## config.mk

```make
export PLATFORM = sky130hd
export DESIGN_NAME = seven_seg_mux_n
export DESIGN_NICKNAME = d
export VERILOG_FILES = /design/src/rtl/seven_seg_pkg.sv /design/src/rtl/seven_seg_hex_decoder.sv /design/src/rtl/seven_seg_mux_n.sv
export SDC_FILE = /design/constraint.sdc
export NUM_CORES = 1
export LEC_CHECK = 0
export BUFFER_PORTS_ARGS = -buffer_cell sky130_fd_sc_hd__clkbuf_2
export CAP_MARGIN = 20
export CORE_MARGIN = 1
export CORE_UTILIZATION = 62
export DETAILED_ROUTE_END_ITERATION = 16
export PLACE_DENSITY = 0.84
export SLEW_MARGIN = 20
export SYNTH_ARGS = -nofsm -noshare
export SYNTH_HDL_FRONTEND = slang
export SYNTH_SLANG_ARGS = --single-unit
```

## constraint.sdc

```tcl
create_clock -name clk -period 7.7 [get_ports clk]
set_input_delay 0.385 -clock clk [delete_from_list [all_inputs] [get_ports clk]]
set_output_delay 0.385 -clock clk [all_outputs]
set_load 0.01 [all_outputs]
```

## src/rtl/seven_seg_pkg.sv

```systemverilog
// Shared constants for the seven-segment display mux: active-low segment patterns
// ({g,f,e,d,c,b,a}) and counter width helpers.
package seven_seg_pkg;

    localparam int unsigned DIGIT_W = 4;
    localparam int unsigned SEG_W   = 7;

    localparam logic [SEG_W-1:0] SEG_BLANK = 7'h7F;

    localparam logic [SEG_W-1:0] SEG_0 = 7'h40;
    localparam logic [SEG_W-1:0] SEG_1 = 7'h79;
    localparam logic [SEG_W-1:0] SEG_2 = 7'h24;
    localparam logic [SEG_W-1:0] SEG_3 = 7'h30;
    localparam logic [SEG_W-1:0] SEG_4 = 7'h19;
    localparam logic [SEG_W-1:0] SEG_5 = 7'h12;
    localparam logic [SEG_W-1:0] SEG_6 = 7'h02;
    localparam logic [SEG_W-1:0] SEG_7 = 7'h78;
    localparam logic [SEG_W-1:0] SEG_8 = 7'h00;
    localparam logic [SEG_W-1:0] SEG_9 = 7'h10;
    localparam logic [SEG_W-1:0] SEG_A = 7'h08;
    localparam logic [SEG_W-1:0] SEG_B = 7'h03;
    localparam logic [SEG_W-1:0] SEG_C = 7'h46;
    localparam logic [SEG_W-1:0] SEG_D = 7'h21;
    localparam logic [SEG_W-1:0] SEG_E = 7'h06;
    localparam logic [SEG_W-1:0] SEG_F = 7'h0E;

    // Bits needed to hold 0..n-1, never less than one.
    function automatic int unsigned pre_width(input int unsigned n);
        return (n > 1) ? $clog2(n) : 1;
    endfunction

    function automatic int unsigned idx_width(input int unsigned digits);
        return pre_width(digits);
    endfunction

endpackage

```

## src/rtl/seven_seg_hex_decoder.sv

```systemverilog
// Combinational 4-bit hex to active-low seven-segment pattern map.
module seven_seg_hex_decoder
    import seven_seg_pkg::*;
(
    input  logic [DIGIT_W-1:0] hex,
    output logic [SEG_W-1:0]   seg
);

    always_comb begin
        seg = SEG_BLANK;
        unique case (hex)
            4'h0: seg = SEG_0;
            4'h1: seg = SEG_1;
            4'h2: seg = SEG_2;
            4'h3: seg = SEG_3;
            4'h4: seg = SEG_4;
            4'h5: seg = SEG_5;
            4'h6: seg = SEG_6;
            4'h7: seg = SEG_7;
            4'h8: seg = SEG_8;
            4'h9: seg = SEG_9;
            4'hA: seg = SEG_A;
            4'hB: seg = SEG_B;
            4'hC: seg = SEG_C;
            4'hD: seg = SEG_D;
            4'hE: seg = SEG_E;
            4'hF: seg = SEG_F;
        endcase
    end

endmodule

```

## src/rtl/seven_seg_mux_n.sv

```systemverilog
// N-digit time-multiplexed common-anode seven-segment driver with double-buffered digit data.
// Blink support is built only when SEVEN_SEG_BLINK_EN is defined.
module seven_seg_mux_n
    import seven_seg_pkg::*;
#(
    parameter int unsigned DIGITS      = 4,
    parameter int unsigned REFRESH_DIV = 100000,
    parameter int unsigned BLINK_HALF  = 25000000
) (
    input  logic                      clk,
    input  logic                      rst,
    input  logic [DIGIT_W*DIGITS-1:0] digits_in,
    input  logic [DIGITS-1:0]         dp_in,
    input  logic [DIGITS-1:0]         blank_in,
    input  logic [DIGITS-1:0]         blink_mask,
    input  logic                      load,
    output logic [SEG_W-1:0]          segments,
    output logic                      DP,
    output logic [DIGITS-1:0]         anode_active,
    output logic                      frame_done
);

    localparam int unsigned IDX_W = idx_width(DIGITS);
    localparam int unsigned PRE_W = pre_width(REFRESH_DIV);
    localparam int unsigned DW    = DIGIT_W * DIGITS;

    if (DIGITS < 1 || DIGITS > 8) begin : g_bad_digits
        $error("DIGITS must be in 1..8");
    end
    if (REFRESH_DIV < 2) begin : g_bad_refresh
        $error("REFRESH_DIV must be at least 2");
    end
    if (BLINK_HALF < 2) begin : g_bad_blink
        $error("BLINK_HALF must be at least 2");
    end

    // Scan timing
    logic [PRE_W-1:0] pre_q, pre_d;
    logic [IDX_W-1:0] idx_q, idx_d;
    logic             tick, boundary;

    assign tick     = (pre_q == PRE_W'(REFRESH_DIV - 1));
    assign boundary = tick && (idx_q == IDX_W'(DIGITS - 1));

    always_comb begin
        pre_d = tick ? '0 : pre_q + 1'b1;
        idx_d = idx_q;
        if (tick) begin
            idx_d = (idx_q == IDX_W'(DIGITS - 1)) ? '0 : idx_q + 1'b1;
        end
    end

    always_ff @(posedge clk) begin
        if (rst) begin
            pre_q <= '0;
            idx_q <= '0;
        end else begin
            pre_q <= pre_d;
            idx_q <= idx_d;
        end
    end

    // Double buffer
    logic [DW-1:0]     pend_digits_q, pend_digits_d, act_digits_q, act_digits_d;
    logic [DIGITS-1:0] pend_dp_q, pend_dp_d, act_dp_q, act_dp_d;
    logic [DIGITS-1:0] pend_blank_q, pend_blank_d, act_blank_q, act_blank_d;
    logic              pend_valid_q, pend_valid_d;
`ifdef SEVEN_SEG_BLINK_EN
    logic [DIGITS-1:0] pend_blink_q, pend_blink_d, act_blink_q, act_blink_d;
`endif

    always_comb begin
        pend_digits_d = pend_digits_q;
        pend_dp_d     = pend_dp_q;
        pend_blank_d  = pend_blank_q;
        pend_valid_d  = pend_valid_q;
        act_digits_d  = act_digits_q;
        act_dp_d      = act_dp_q;
        act_blank_d   = act_blank_q;
`ifdef SEVEN_SEG_BLINK_EN
        pend_blink_d  = pend_blink_q;
        act_blink_d   = act_blink_q;
`endif
        if (load) begin
            pend_digits_d = digits_in;
            pend_dp_d     = dp_in;
            pend_blank_d  = blank_in;
            pend_valid_d  = 1'b1;
`ifdef SEVEN_SEG_BLINK_EN
            pend_blink_d  = blink_mask;
`endif
        end
        // A load landing on the boundary bypasses pending straight into active.
        if (boundary) begin
            if (load) begin
                act_digits_d = digits_in;
                act_dp_d     = dp_in;
                act_blank_d  = blank_in;
                pend_valid_d = 1'b0;
`ifdef SEVEN_SEG_BLINK_EN
                act_blink_d  = blink_mask;
`endif
            end else if (pend_valid_q) begin
                act_digits_d = pend_digits_q;
                act_dp_d     = pend_dp_q;
                act_blank_d  = pend_blank_q;
                pend_valid_d = 1'b0;
`ifdef SEVEN_SEG_BLINK_EN
                act_blink_d  = pend_blink_q;
`endif
            end
        end
    end

    always_ff @(posedge clk) begin
        if (rst) begin
            pend_digits_q <= '0;
            pend_dp_q     <= '0;
            pend_blank_q  <= '1;
            pend_valid_q  <= 1'b0;
            act_digits_q  <= '0;
            act_dp_q      <= '0;
            act_blank_q   <= '1;
`ifdef SEVEN_SEG_BLINK_EN
            pend_blink_q  <= '0;
            act_blink_q   <= '0;
`endif
        end else begin
            pend_digits_q <= pend_digits_d;
            pend_dp_q     <= pend_dp_d;
            pend_blank_q  <= pend_blank_d;
            pend_valid_q  <= pend_valid_d;
            act_digits_q  <= act_digits_d;
            act_dp_q      <= act_dp_d;
            act_blank_q   <= act_blank_d;
`ifdef SEVEN_SEG_BLINK_EN
            pend_blink_q  <= pend_blink_d;
            act_blink_q   <= act_blink_d;
`endif
        end
    end

    // Blink phase
    logic dark;
`ifdef SEVEN_SEG_BLINK_EN
    localparam int unsigned BLK_W = pre_width(BLINK_HALF);

    logic [BLK_W-1:0] blink_cnt_q;
    logic             blink_tick, phase_q, phase_d;

    assign blink_tick = (blink_cnt_q == BLK_W'(BLINK_HALF - 1));
    assign phase_d    = phase_q ^ blink_tick;

    always_ff @(posedge clk) begin
        if (rst) begin
            blink_cnt_q <= '0;
            phase_q     <= 1'b0;
        end else begin
            blink_cnt_q <= blink_tick ? '0 : blink_cnt_q + 1'b1;
            phase_q     <= phase_d;
        end
    end

    assign dark = act_blank_d[idx_d] | (act_blink_d[idx_d] & phase_d);
`else
    logic unused_blink_mask;
    assign unused_blink_mask = ^blink_mask;
    assign dark = act_blank_d[idx_d];
`endif

    // Outputs are built from next-state values so anode and segments move on the same edge.
    logic [DIGIT_W-1:0] sel_hex;
    logic [SEG_W-1:0]   sel_seg;

    assign sel_hex = act_digits_d[DIGIT_W*idx_d +: DIGIT_W];

    seven_seg_hex_decoder u_dec (
        .hex (sel_hex),
        .seg (sel_seg)
    );

    always_ff @(posedge clk) begin
        if (rst) begin
            segments     <= SEG_BLANK;
            DP           <= 1'b1;
            anode_active <= '1;
            frame_done   <= 1'b0;
        end else begin
            segments     <= dark ? SEG_BLANK : sel_seg;
            DP           <= dark | ~act_dp_d[idx_d];
            anode_active <= ~(DIGITS'(1) << idx_d);
            frame_done   <= boundary;
        end
    end

endmodule

```

==> metrics.txt, run 1 <==
Clk pin slew, worst setup/hold paths 0.09 ns; IO Port Bufs 39; Largest stage delay, worst path 0.75 ns; post-cts sizing count 0; Starting DRT DRC Count 269; Vias per Instance 6.17; Post-synth ARST share 0%; CP max-delay cell nand3_1; total CTS buffers 9; Largest delay share family, worst path simple AND/OR/NAND/NOR gates; Post-Syn Nets 450; vias in the first global route 3004; Cells after Synth 411; Yosys reg bits 81; # setup viols final 0; Seq/Total Area, Yosys 43.4%; RSZ-0062 raised after global routing no; Die H 79.6 um; via count 3177; CP dominant cell by count nand3_1; ys flop type dfxtp_1; P_sw 200 uW; CP endpoint kind flop; worst slack, placed 3.06 ns; Leakage 0.00160 uW; Detail Route Antenna Nets 0; synth warn 0; fraction of layout cells with a size suffix above 1 17.8%; crit path time final 4.69 ns; CTS tree yes; combinational group share of total power 6.5%; synth top area cells dfxtp_1 (43%), mux2i_1 (7.5%), nor2_1 (6.2%), o22ai_1 (5.9%), ha_1 (2.7%); sequential power share 56.3%; DRT Wirelength 7.95 mm; PD cells 188 nW/um^2; Startpoint Class flop; Root Driver clkbuf_8; overall power 770 uW; Placer Congestion 0.801; sw frac 26.0%; cell-internal power 570 uW; hpwl dp 5.25 mm; max-cap violations 0; final setup margin 3.01 ns; total I/O pin count 44; clock sink count 81; CP startpoint pre_q[8]; worst path cell trace or4b_4, nor4_4, nand3_1, o21bai_1, a21o_1, o22ai_1, nor3_1, inv_1, ha_1, or3_2, nand3_1, o211ai_1; Post-synth EDFFs 0; count leader, synth dfxtp_1; hold_sp blank_in[3]; Worst-Margin Slew 0.968 ns; gr ovfl total 0; Worst Hold Class input pin to flop; FMAX 0.213 GHz; Unique masters post-synth 52; Avg Inst Size Synth 9.08 um^2; initial antenna violation count 0; Worst VDD drop 0.116 mV; setup TNS 0 ns; Initial Util 66.2%; WP buf/inv 1; Mapped Area 3730 um^2; reg2reg start pre_q[8]; Worst Path Required 7.92 ns; crit path kind flop to flop; Site Rows 27; CTS Buffer Depth 2; global-route usage over all layers 27.2%; die width 79.6 um; hold buffer count at CTS 0; antenna cell count 0; Fin. Hold Viols 0; area grow syn2layout 9.65%; worst hold slack 0.241 ns; commonest cells in the netlist dfxtp_1 (81), nor2_1 (62), o22ai_1 (35); Max FO, Critical Path 22; core footprint 5640 um^2; H-tree Lvls 3; Max Clock Skew 0.0112 ns; WL/cell 15.4 um; placed cells 499; outcome finished, final reports clean; slew margin rel. 35.5%; largest net degree at the start of global routing 57; first-pass GRT wire length 13.4 mm; Yosys top cell by area dfxtp_1; crit path DAT 4.91 ns; Post-CTS Setup Bufs 0; share of the synthesized area in the top cell type 43.4%; Final Max Slew Viols 0; Nets 477; DRT Pass-1 Iters 5; fin crit share 60.9%; DRC Markers 0; Clk network pwr share 37.2%; Clock Latency Late Sink 0.36 ns; Final Non-Filler Cells 515; die area 6330 um^2
==> kinds of logic after synthesis <==
| logic type | count (synthesis) | share of synthesized area (%) |
|---|---|---|
| AOI/OAI and AO/OA | 91 | 16.9 |
| xor gates and xnor gates | 14 | 3.29 |
| adders and majority gates | 8 | 2.68 |
| buffers and inverters | 34 | 4.29 |
| DFF | 81 | 43.4 |
| muxes | 30 | 8.18 |
| and+or+nand+nor | 153 | 21.2 |
==> layout by cell type (no fill, tap or decap), types with 5 or more instances in the layout <==
| master | synthesis | layout |
|---|---|---|
| nor3_1 | 14 | 14 |
| or3_1 | 5 | 5 |
| clkbuf_2 | 0 | 39 |
| o21ai_0 | 7 | 7 |
| mux2i_1 | 28 | 28 |
| nand2_1 | 20 | 20 |
| o22ai_1 | 35 | 35 |
| clkbuf_8 | 0 | 9 |
| nor2_1 | 62 | 62 |
| xnor2_1 | 6 | 6 |
| a21oi_1 | 19 | 19 |
| ha_1 | 8 | 8 |
| nor2b_1 | 15 | 15 |
| dfxtp_1 | 81 | 81 |
| xor2_1 | 8 | 8 |
| inv_1 | 7 | 7 |
| nand3_1 | 11 | 11 |
==> sequential cells by signal (all words and copies together) (netlist names) <==
register,flops
DP,1
act_blank_q,4
act_digits_q,16
act_dp_q,4
anode_active,4
frame_done,1
idx_q,2
pend_blank_q,4
pend_digits_q,16
pend_dp_q,4
pend_valid_q,1
pre_q,17
segments,7
==> through the flow <==
stage / instance area (um^2) / utilization, %
2_1_floorplan: 3730 / -
3_3_place_gp: 3910 / 69.4
3_5_place_dp: 3910 / 69.4
4_1_cts: 4090 / 72.5
5_1_grt: 4090 / 72.5
6_report: 4090 / 72.5
==> layout make-up <==
| type | count | area [um^2] |
|---|---|---|
| fill | 429 | 1550 |
| tap | 72 | 90.1 |
| sequential | 81 | 1620 |
| clock inverter | 7 | 55.1 |
| clock buffer | 9 | 124 |
| multi-input combinational | 296 | 1950 |
| inverter | 7 | 26.3 |
| timing repair buffer | 43 | 225 |
==> path summary, 6_finish.rpt <==
check | endpoint | slack, ns | depth (start not counted)
worst max-delay path | segments[3] | 3.01 | 12
worst min register to register | pre_q[0] | 0.48 | 1
worst max register to register | segments[3] | 3.01 | 12
worst min-delay path | pend_blank_q[3] | 0.24 | 2
==> power by group through the flow <==
stage	clock network [uW]	registers (uW)	logic (uW)
after floorplan	0	442	34.3
after global placement	0	443	48.1
after detailed placement	0	443	49.5
after CTS	289	434	49.6
after global routing	306	435	55.9
final	287	434	49.9
==> layer usage <==
layer	wire [um]	part of all wire, %	vias up	GRT usage [%]
met5	0	0	-	0
met4	167	2.1	0	12.9
met3	536	6.7	15	5.26
met2	3790	48	125	45.4
met1	3460	44	1506	33.5
li1	-	-	1531	-
No activity file was read; power rests on OpenSTA's default activity.
==> inputs of run 2 (changes only) <==
--- a/config.mk
+++ b/config.mk
@@ -8,9 +8,9 @@
 export BUFFER_PORTS_ARGS = -buffer_cell sky130_fd_sc_hd__clkbuf_2
 export CAP_MARGIN = 20
 export CORE_MARGIN = 1
-export CORE_UTILIZATION = 62
+export CORE_UTILIZATION = 58
 export DETAILED_ROUTE_END_ITERATION = 16
-export PLACE_DENSITY = 0.84
+export PLACE_DENSITY = 0.79
 export SLEW_MARGIN = 20
 export SYNTH_ARGS = -nofsm -noshare
 export SYNTH_HDL_FRONTEND = slang
==> constraint.sdc (replaced) <==
create_clock -name clk -period 4.5 [get_ports clk]
set_input_delay 0.225 -clock clk [delete_from_list [all_inputs] [get_ports clk]]
set_output_delay 0.225 -clock clk [all_outputs]
set_load 0.01 [all_outputs]
==> run 2 against run 1 <==
Against the previous run:
- register-to-register slack lost 2.4 ns
- sequential share of layout area shrank 0.82 points
- critical path depth shrank 1
- maximum frequency grew 19%
==> metrics.txt, run 2 (synthesis results as in run 1) <==
Post-CTS Setup Bufs 0 (unchanged); fin crit share 87.5% (+27 points); clock sink count 81 (unchanged); largest net degree at the start of global routing 31 (-46%); FMAX 0.254 GHz (+19%); RR Endpoint segments[3]; Clk pin slew, worst setup/hold paths 0.08 ns (about the same); DRT Wirelength 8.16 mm (+2.6%); WL/cell 15.6 um (+1.2%); outcome finished, final reports clean; Detail Route Antenna Nets 0 (unchanged); crit path kind flop to flop; CP max-delay cell or4_4; CTS tree yes; global-route usage over all layers 25.3% (-1.9 points); Root Driver clkbuf_8; die area 6760 um^2 (+6.7%); hold path depth 2 (unchanged); worst path cell trace or4b_4, or4_4, nand2_1, o31a_1, nor3_1, nor3_1, inv_1, ha_1, or3_2, nand3_1, o211ai_1; Worst Path Required 4.72 ns (-3.20 ns); DRT Pass-1 Iters 5 (unchanged); Max FO, Critical Path 10 (-55%); first-pass GRT wire length 13.0 mm (-2.7%); most common cell after layout, fill and taps aside dfxtp_1; Max Clock Skew 0.0101 ns (-0.00111 ns); reg2reg start pre_q[8]; CTS Buffer Depth 2 (unchanged); DRC Markers 0 (unchanged); commonest non-fill, non-tap cells in the layout dfxtp_1 (81), nor2_1 (62), clkbuf_2 (39); antenna cell count 0 (unchanged); Clock Latency Late Sink 0.35 ns (about the same); Worst-Margin Slew 0.637 ns (-0.331 ns); Fin. Hold Viols 0 (unchanged); Worst Hold Class input pin to flop; Final Max Slew Viols 0 (unchanged); CP startpoint pre_q[8]; post-cts sizing count 0 (unchanged); Largest stage delay, worst path 0.61 ns (-0.14 ns); Die H 82.2 um (+3.3%); Starting DRT DRC Count 291 (+8.2%); IO Port Bufs 39 (unchanged); max-cap violations 0 (unchanged); Largest Register pre_q; H-tree Lvls 3 (unchanged); setup TNS 0 ns (unchanged); gr ovfl total 0 (unchanged); RSZ-0062 raised after global routing no; total I/O pin count 44 (unchanged); CP dominant cell by count nor3_1; area grow syn2layout 12.0%; hold buffer count at CTS 0 (unchanged); Vias per Instance 5.95 (-3.5%); hold_sp blank_in[3]; worst hold slack 0.0975 ns (-0.143 ns); Placer Congestion 0.890 (+11%); Worst Hold Endpoint pend_blank_q[3]; crit path time final 3.94 ns (-0.754 ns); Initial Util 61.6% (-4.6 points); top flop regs pre_q (17), act_digits_q (16), pend_digits_q (16); r2r setup slk 0.56 ns (-2.45 ns); crit path DAT 4.16 ns (-0.75 ns); fraction of layout cells with a size suffix above 1 18.6% (+0.74 points); Worst VDD drop 0.226 mV (+94%); PD cells 338 nW/um^2 (+80%); via count 3108 (-2.2%); cells on worst reg2reg path 11 (-1); total CTS buffers 9 (unchanged); max reg flops 17 (unchanged); slew margin rel. 57.5% (+22 points); initial antenna violation count 0 (unchanged); vias in the first global route 2812 (-6.4%); Nets 483 (+1.3%); Site Rows 28 (+3.7%); hpwl dp 5.60 mm (+6.7%); core footprint 6060 um^2 (+7.4%); CP endpoint kind flop; # setup viols final 0 (unchanged); die width 82.2 um (+3.3%); Leakage 0.00165 uW (+2.9%); Startpoint Class flop
run 2: cell count changes in the layout (fill, tap and decap cells not counted):
cell	change
buf_4	+6
clkinv_4	-2
clkinv_2	-1
clkinvlp_4	-1
clkbuf_8	+2
inv_6	-1
inv_8	-1
bufinv_16	+2
run 2: worst max path at each step:
| stage | end | slack [ns] | cells after the start |
|---|---|---|---|
| final | segments[3] | 0.56 | 11 |
| after global routing | segments[3] | 0.42 | 11 |
| after CTS | segments[3] | 0.61 | 11 |
| after detailed placement | segments[3] | 0.62 | 11 |
| after global placement | segments[3] | 0.67 | 11 |
| after floorplan | segments[3] | 0.81 | 13 |
run 2: stage by stage:
step | std cells | util (%) | total power (uW) | area (um^2) | setup WS [ns]
5_1_grt | 522 | 69.0 | 1460 | 4180 | 0.422
4_1_cts | 522 | 69.0 | 1420 | 4180 | 0.609
3_3_place_gp | 508 | 65.4 | 841 | 3960 | 0.667
3_5_place_dp | 508 | 65.4 | 844 | 3960 | 0.619
6_report | 522 | 69.0 | 1410 | 4180 | 0.564
2_1_floorplan | 411 | - | 815 | 3730 | 0.808
run 2: worst max-delay path, delay by kind of cell, from the launching register on:
family                     cells  cell delay [ns]
AOI/OAI and AO/OA              2             0.54
buffers and inverters          1             0.17
and+or+nand+nor                7             2.45
adders and majority gates      1             0.30
DFF                            1             0.35
run 2: final cells by class:
| class | instances | area (um^2) |
|---|---|---|
| clock buffer | 11 | 151 |
| clock inverter | 3 | 65.1 |
| fill | 509 | 1880 |
| inverter | 7 | 26.3 |
| multi-input combinational | 296 | 1950 |
| sequential | 81 | 1620 |
| tap | 75 | 93.8 |
| timing repair buffer | 49 | 270 |
run 2: power breakdown:
group	switching, uW	total [uW]	internal (uW)
logic	47.7	85.1	37.4
clock network	249	585	336
registers	9.52	742	733
run 2: per-layer routing:
metal  track usage (%)  wire [um]  up-vias
li1                  -          -     1543
met1              32.9       3740     1460
met2              40.9       3870       84
met3              4.51        342       21
met4              11.2        199        0
met5                 0          0        -
==> inputs of run 3 (changes only) <==
--- a/config.mk
+++ b/config.mk
@@ -10,7 +10,7 @@
 export CORE_MARGIN = 1
 export CORE_UTILIZATION = 58
 export DETAILED_ROUTE_END_ITERATION = 16
-export PLACE_DENSITY = 0.79
+export PLACE_DENSITY = 0.84
 export SLEW_MARGIN = 20
 export SYNTH_ARGS = -nofsm -noshare
 export SYNTH_HDL_FRONTEND = slang
==> constraint.sdc (replaced) <==
create_clock -name clk -period 4.15 [get_ports clk]
set_input_delay 0.2075 -clock clk [delete_from_list [all_inputs] [get_ports clk]]
set_output_delay 0.2075 -clock clk [all_outputs]
set_load 0.01 [all_outputs]
==> run 3 against run 2 <==
Against the previous run:
- critical path depth unchanged
- die area unchanged
- sequential power increased by 8.6%
- wire length about the same
- clock-buffer cell count unchanged
- first-iteration DRC count decreased by 16%
- largest cell class unchanged
==> metrics.txt, run 3 (synthesis results as in run 1) <==
CTS tree yes; antenna cell count 0 (unchanged); Site Rows 28 (unchanged); Root Driver clkbuf_8; Leakage 0.00163 uW (-1.3%); Worst-Margin Slew 0.588 ns (-0.0491 ns); # setup viols final 0 (unchanged); Starting DRT DRC Count 243 (-16%); Fin. Hold Viols 0 (unchanged); RSZ-0062 raised after global routing no; crit path kind flop to flop; Worst Hold Class input pin to flop; crit path DAT 4.04 ns (-0.12 ns); DRT Wirelength 8.16 mm (about the same); Clk network pwr share 38.1% (-3.3 points); fraction of layout cells with a size suffix above 1 18.8% (+0.18 points); Worst Path Required 4.39 ns (-0.33 ns); Placer Congestion 0.818 (-8.1%); PD cells 350 nW/um^2 (+3.5%); total I/O pin count 44 (unchanged); P_sw 362 uW (+18%); worst path cell trace or4b_4, or4_4, nand2_1, o31a_1, nor3_1, nor3_1, inv_1, ha_1, or3_2, nand3_1, o211ai_1; CP max-delay cell or4_4; global-route usage over all layers 26.7% (+1.4 points); Max Clock Skew 0.0122 ns (+0.00204 ns); Max FO, Critical Path 10 (unchanged); Initial Util 61.6% (unchanged); r2r setup slk 0.35 ns (-0.22 ns); vias in the first global route 2963 (+5.4%); cells on worst reg2reg path 11 (unchanged); sw frac 25.0% (+3.3 points); max reg flops 17 (unchanged); Post-CTS Setup Bufs 0 (unchanged); CP endpoint kind flop; Vias per Instance 5.95 (about the same); post-cts sizing count 0 (unchanged); die width 82.2 um (unchanged); Largest Register pre_q; Nets 482 (-0.21%); DRC Markers 0 (unchanged); Clock Latency Late Sink 0.36 ns (about the same); IO Port Bufs 39 (unchanged); Startpoint Class flop; hpwl dp 5.55 mm (-0.81%); slew margin rel. 60.8% (+3.3 points); overall power 1450 uW (+2.6%); FMAX 0.263 GHz (+3.5%); reg2reg start pre_q[8]; area grow syn2layout 11.0%; CTS Buffer Depth 2 (unchanged); Crit path depth 11 (unchanged); via count 3113 (+0.16%); max-cap violations 0 (unchanged); CP startpoint pre_q[8]; commonest non-fill, non-tap cells in the layout dfxtp_1 (81), nor2_1 (62), clkbuf_2 (39); sequential power share 55.6% (+3.0 points); WP buf/inv 1 (unchanged); CP dominant cell by count nor3_1; clock sink count 81 (unchanged); die area 6760 um^2 (unchanged); initial antenna violation count 0 (unchanged); Die H 82.2 um (unchanged); top flop regs pre_q (17), act_digits_q (16), pend_digits_q (16); most common cell after layout, fill and taps aside dfxtp_1; combinational group share of total power 6.3% (+0.3 points); Detail Route Antenna Nets 0 (unchanged); Final Max Slew Viols 0 (unchanged); setup TNS 0 ns (unchanged); cell-internal power 1090 uW (-1.7%); hold buffer count at CTS 0 (unchanged); final core utilization 68.4% (-0.58 points); WL/cell 15.6 um (-0.15%); Largest delay share family, worst path simple AND/OR/NAND/NOR gates; largest net degree at the start of global routing 49 (+58%); first-pass GRT wire length 13.6 mm (+4.7%); Clk pin slew, worst setup/hold paths 0.08 ns (about the same); crit path time final 3.80 ns (-0.132 ns); gr ovfl total 0 (unchanged); RR Endpoint segments[3]; H-tree Lvls 3 (unchanged); DRT Pass-1 Iters 4 (-1); core footprint 6060 um^2 (unchanged); fin crit share 91.6% (+4.2 points); outcome finished, final reports clean; Largest stage delay, worst path 0.61 ns (about the same); total CTS buffers 9 (unchanged); Worst VDD drop 0.275 mV (+22%); worst setup path end segments[3]
[run 3: cell type report]
type / count / area (um^2)
Clock buffer: 11 / 151
Clock inverter: 5 / 37.5
Fill cell: 491 / 1920
Inverter: 7 / 26.3
Multi-Input combinational cell: 296 / 1950
Sequential cell: 81 / 1620
Tap cell: 75 / 93.8
Timing Repair Buffer: 48 / 263
[run 3: power by group through the flow]
stage	Sequential (uW)	Clock, uW	Combinational [uW]
finish	806	552	91.5
global route	808	591	101
CTS	806	556	91.1
detailed placement	824	0	90.7
global placement	823	0	87.2
floorplan	820	0	63.6
[run 3: layer usage]
metal	share of wire [%]	global-route usage, %
met1	45	33.1
met4	1.9	13.2
met3	6.2	7.47
met2	47	42.5
met5	0	0
[run 3: worst min-delay path by stage]
stage,start,end,slack (ns),cells past startpoint
global placement,blank_in[1],pend_blank_q[1],0.43,2
CTS,blank_in[0],pend_blank_q[0],0.06,2
detailed placement,blank_in[1],pend_blank_q[1],0.44,2
floorplan,rst,idx_q[1],0.30,1
finish,blank_in[0],pend_blank_q[0],0.06,2
global route,blank_in[2],pend_blank_q[2],0.05,2
[run 3: per-stage QoR]
stage / hold WS [ns] / std cells / area, um^2 / worst slack [ns]
2_1_floorplan: 0.303 / 411 / 3730 / 0.458
3_3_place_gp: 0.434 / 507 / 3960 / 0.438
3_5_place_dp: 0.439 / 507 / 3960 / 0.374
4_1_cts: 0.0566 / 523 / 4140 / 0.348
5_1_grt: 0.0548 / 523 / 4140 / 0.0588
6_report: 0.0649 / 523 / 4140 / 0.347
